==> config.mk <==
export PLATFORM = sky130hd
export DESIGN_NAME = pipe_reg_chain
export DESIGN_NICKNAME = d
export VERILOG_FILES = /design/src/rtl/pipe_reg_chain.sv
export SDC_FILE = /design/constraint.sdc
export NUM_CORES = 1
export LEC_CHECK = 0
export CORE_UTILIZATION = 41
export DETAILED_ROUTE_END_ITERATION = 12
export GPL_TIMING_DRIVEN = 0
export PLACE_DENSITY = 0.71
export SLEW_MARGIN = 30
export SYNTH_ARGS = -nofsm -noshare
export SYNTH_HDL_FRONTEND = slang
export SYNTH_SLANG_ARGS = --single-unit
==> constraint.sdc <==
create_clock -name clk -period 1.35 [get_ports clk]
set_input_delay 0.27 -clock clk [delete_from_list [all_inputs] [get_ports clk]]
set_output_delay 0.27 -clock clk [all_outputs]
set_load 0.02 [all_outputs]
==> src/rtl/pipe_reg_chain.sv <==
// Elastic register chain: DEPTH valid/ready stages with flush and registered occupancy.
// Optional macro PIPE_REG_BUBBLE_ZERO_EN: zero a stage's data whenever its valid bit clears.
module pipe_reg_chain #(
  parameter int WIDTH = 9,
  parameter int DEPTH = 2
) (
  input  logic                         clk,
  input  logic                         reset,
  input  logic                         flush,
  input  logic                         in_valid,
  output logic                         in_ready,
  input  logic [WIDTH-1:0]             in_data,
  output logic                         out_valid,
  input  logic                         out_ready,
  output logic [WIDTH-1:0]             out_data,
  output logic [$clog2(DEPTH+1)-1:0]   occupancy
);

  localparam int OCC_W = $clog2(DEPTH + 1);

  logic [DEPTH-1:0]            valid_reg;
  logic [DEPTH-1:0]            valid_next;
  logic [DEPTH-1:0][WIDTH-1:0] data_reg;
  logic [DEPTH-1:0][WIDTH-1:0] data_next;
  logic [DEPTH-1:0]            src_valid;
  logic [DEPTH-1:0][WIDTH-1:0] src_data;
  logic [DEPTH:0]              ready;
  logic [OCC_W-1:0]            occ_reg;
  logic [OCC_W-1:0]            occ_next;

  // Ready ripples back from the output: a stage can take a word if empty or if it drains.
  always_comb begin
    ready = '0;
    ready[DEPTH] = out_ready;
    for (int k = DEPTH - 1; k >= 0; k--) begin
      ready[k] = !valid_reg[k] || ready[k+1];
    end
  end

  genvar gi;
  generate
    for (gi = 0; gi < DEPTH; gi++) begin : g_stage
      if (gi == 0) begin : g_head
        assign src_valid[gi] = in_valid;
        assign src_data[gi]  = in_data;
      end else begin : g_body
        assign src_valid[gi] = valid_reg[gi-1];
        assign src_data[gi]  = data_reg[gi-1];
      end

      assign valid_next[gi] = flush ? 1'b0 : (ready[gi] ? src_valid[gi] : valid_reg[gi]);

`ifdef PIPE_REG_BUBBLE_ZERO_EN
      assign data_next[gi] = (flush || (ready[gi] && !src_valid[gi])) ? '0 :
                             (ready[gi] ? src_data[gi] : data_reg[gi]);
`else
      assign data_next[gi] = (!flush && ready[gi] && src_valid[gi]) ? src_data[gi] : data_reg[gi];
`endif
    end
  endgenerate

  always_comb begin
    occ_next = '0;
    for (int k = 0; k < DEPTH; k++) begin
      occ_next = occ_next + OCC_W'(valid_next[k]);
    end
  end

  always_ff @(posedge clk or posedge reset) begin
    if (reset) begin
      valid_reg <= '0;
      data_reg  <= '0;
      occ_reg   <= '0;
    end else begin
      valid_reg <= valid_next;
      data_reg  <= data_next;
      occ_reg   <= occ_next;
    end
  end

  // Reset forces ready high even if flush is asserted alongside it.
  assign in_ready  = (ready[0] && !flush) || reset;
  assign out_valid = valid_reg[DEPTH-1] && !flush;
  assign out_data  = data_reg[DEPTH-1];
  assign occupancy = occ_reg;

endmodule

# Word level (Yosys, flattened, before mapping)
# Index checks and enable logic that the tools add are counted.
# classes
reduce_logical	11
addsub	1
n_mux	4
multipliers	0
magnitude_cmp	0
n_eq_ne	0
shift	0
n_bitwise	0
div	0
# ops
cell	count
1-bit logical AND	5
1-bit two-way mux	4
1-bit zero test	3
1-bit logical OR	3
1-bit by 1-bit adder with 2-bit output	1
# word_totals
out_inout_bits	13
latch_bits	0
romBits	0
word_cells	20
reg_bits	22
ram_bits	0
input_bits	14
mem_count	0

# Logic depth before layout (Yosys ltp)
# logic_depth
word_depth	6
mapped_depth	4

# Least setup slack after synthesis
# OpenSTA, ideal clock, no wires.
# synth_timing
path_type	register -> register
startpoint	reg valid_reg[0]
endpoint	reg data_reg[0] in the netlist's numbering
arrival_ns	1.342
stages_incl_launch_ff	5
setup_time_ns	0.125
required_ns	1.225
path_slack_ns	-0.117
path_cell_list	dfrtp_1 -> and3b_1 -> or3b_1 -> buf_6 -> mux2_4
# synth_between
elab_chain_len	4
# synth_lines
item	line	text
start: declaration	21	logic [DEPTH-1:0] valid_reg;
start signal: assignment	75	valid_reg <= valid_next;
1-bit zero test	36	ready[k] = !valid_reg[k] || ready[k+1];
1-bit logical OR	36	
1-bit logical AND (2 in series)	57	assign data_next[gi] = (!flush && ready[gi] && src_valid[gi]) ? src_data[gi] : data_reg[gi];
end signal: assignment	76	data_reg <= data_next;
end: declaration	23	logic [DEPTH-1:0][WIDTH-1:0] data_reg;
# Every way passes these cells.
# A chain may end at the register's enable or synchronous reset.

# Final worst setup path
# layout_timing
startpoint	reg valid_reg[0]
endpoint	reg data_reg[4] in the netlist's numbering
# Same word-level chain as after synthesis.

==> flow_summary.toml <==
[place]
hpwl_um = 1010
placed_cell_area_um2 = 1250
dp.cells = 117
place_congestion = 0.6570
io_buffer_count = 26

[critical_path]
crit_chain = "and3b_2 > or3b_4 > buf_6 > mux2_4"
reg2reg_depth = 4
cpMaxStageDelayCell = "dfrtp_1"
cp_slowest_stage_delay_ns = 0.41
worstPathRequired_ns = 1.54
worstPathMaxFanout = 5
critPathTopFamily = "simple AND/OR/NAND/NOR gates"
cp.arrival_ns = 1.79
critPathBufInv = 1
cp.depth = 4
end_kind = "flip-flop"
crit_path_start_kind = "flip-flop"
worstSetupPathType = "flip-flop to flip-flop"

[run_status]
status = "complete, but fails checks"
violations = "negative setup slack"

[pwr]
combinationalPowerShare = 0.380
clockPowerShare = 0.155
p_switching_w = 0.0005090
p_total_w = 0.001840
power_density_nw_per_um2 = 1375
ir_drop_v = 0.0006794
p_int_w = 0.001331
p_leak_nw = 0.6796
swShare = 0.2767
seqPwrFrac = 0.465

[finish]
drive_gt1_frac = 0.5588
nFillCells = 190
fin_nets = 119
design_area_um2 = 1338
layout_commonest_cell = "dfrtp_1"
stdcell_count = 130
n_antenna_cell = 0
final_cell_mix = "22 x dfrtp_1, 19 x buf_4, 18 x mux2_4"
final_core_util = 0.6105
area_delta_synth_final_pct = 40.66

[global_routing]
grt_usage = 0.1581
grt_max_degree = 12
grt-ovfl-total = 0
antenna_found_initial = 0
grt_pass1_vias = 578
grt_pass1_wl_um = 2822

[logic_synthesis]
syn_area_per_cell_um2 = 15.09
yosysSeqAreaShare = 0.5789
syn_nets = 78
synth_cells = 63
syn_area_um2 = 950.9
synth_warnings = 0
synth_cell_types = 16
synth_seq_cells = 22

[sta]
hold_viol_final = 0
clock.fmax_mhz = 625.3
setup_viol = 19
fin_skew_ns = 0.008314
period_share = 1.185
fin_ws_ns = -0.2493
worst_pin_slew_ns = 0.5455
finalCriticalPeriod_ns = 1.599
hold-worst-slack_ns = 0.4030
grt_setup_unrepaired = "yes"
relSlewSlack = 0.6344
slew_violations = 0

[floorplanning]
die_area_um2 = 2516
fp.dieW_um = 50.16
core_area_um2 = 2191
start_util = 0.4340
rows = 17
die_y_um = 50.16
pin_count = 27

[clocking]
cts_root_buf = "clkbuf_4"
cts_buffers = 3
clock-sinks = 22
h-tree-depth = 1
hold_buffers = 0
cts_buffer_depth = 2
cts_tree = "yes"
clk_latency_ns = 0.30
cts.clk_slew.worst_paths_ns = 0.12

[drt]
avgViaCountPerCell = 4.569
drt_iter0_drc = 2
wl_per_cell_um = 13.72
firstDrtPassIters = 4
wirelength_um = 1783
drc = 0
vias = 594
final_antenna_net_count = 0

[min_path]
hold-path-cell-count = 2
hp-class = "primary input to flip-flop"

[flow_run]
cap_violations = 0
-- per-layer routing --
metal  vias up  share of wire  GRT usage
li1        281              -          -
met1       293           0.50     0.2257
met2        20           0.45     0.2400
met3         0          0.044    0.02727
met4         0              0    0.05714
met5         -              0          0
-- power by group through the flow --
| stage | Combinational [W] | Clock [W] | Sequential, W |
|---|---|---|---|
| finish | 0.000699 | 0.000286 | 0.000855 |
| global route | 0.000745 | 0.000338 | 0.000868 |
| CTS | 0.000679 | 0.000300 | 0.000855 |
| detailed placement | 0.000640 | 0 | 0.000863 |
| global placement | 0.000632 | 0 | 0.000858 |
| floorplan | 0.000404 | 0 | 0.000851 |
-- cell type report --
class                   count  area [um2]  area share
flip-flops and latches     22       550.5      0.4116
multi-input cells          29       350.3      0.2619
clock buffers               3       22.52     0.01684
well taps                  28       35.03     0.02619
repair buffers             35       276.5      0.2067
plain buffers              11       90.09     0.06735
repair inverters            1       5.005    0.003742
inverters                   1       7.507    0.005613
-- per-stage QoR --
stage | TNS (ns) | worst slack [ns]
after global routing | -3.683 | -0.2680
final | -3.191 | -0.2493
after detailed placement | -11.17 | -0.9992
after CTS | -2.759 | -0.2373
after global placement | -10.71 | -0.9955
after floorplan | -1.054 | -0.1171
-- logic make-up after synthesis --
group                      share of synthesized area
AOI/OAI and AO/OA                           0.005258
adders and majority gates                    0.01316
buffers and inverters                        0.09209
DFF                                           0.5789
muxes                                         0.2487
and+or+nand+nor                              0.06185
-- Yosys cell counts --
cell	count	area share
dfrtp_1	22	0.58
buf_4	9	0.071
mux2_4	9	0.14
mux2_2	8	0.095
nor2_1	4	0.016
and2b_1	1	0.0079
and3b_1	1	0.0092
buf_2	1	0.0053
buf_6	1	0.012
ha_1	1	0.013
inv_1	1	0.0039
mux2_1	1	0.012
nor2b_1	1	0.0066
nor3b_2	1	0.013
o21ai_0	1	0.0053
or3b_1	1	0.0092
-- worst paths after layout --
| path | start | end | slack (ns) |
|---|---|---|---|
| hold / removal | flush | valid_reg[1]$_DFF_PP0_ | 0.40 |
| setup reg to reg | valid_reg[0]$_DFF_PP0_ | data_reg[4]$_DFFE_PP0P_ | -0.25 |
| hold reg to reg | out_data[7]$_DFFE_PP0P_ | out_data[7]$_DFFE_PP0P_ | 0.52 |
| max in group asynchronous | reset | data_reg[5]$_DFFE_PP0P_ | 0.63 |
| min in group asynchronous | reset | valid_reg[1]$_DFF_PP0_ | 0.41 |
| setup / recovery | valid_reg[0]$_DFF_PP0_ | data_reg[4]$_DFFE_PP0P_ | -0.25 |
-- timing repair --
action / in CTS / in global routing
endpoints found under the hold margin: 0 / 0
gates cloned: 3 / 0
buffers inserted: 1 / 6
endpoints found under the setup margin: 31 / 28
resized for setup: 57 / 9
pin swaps: 0 / 0
No activity file was read; power rests on OpenSTA's default activity.
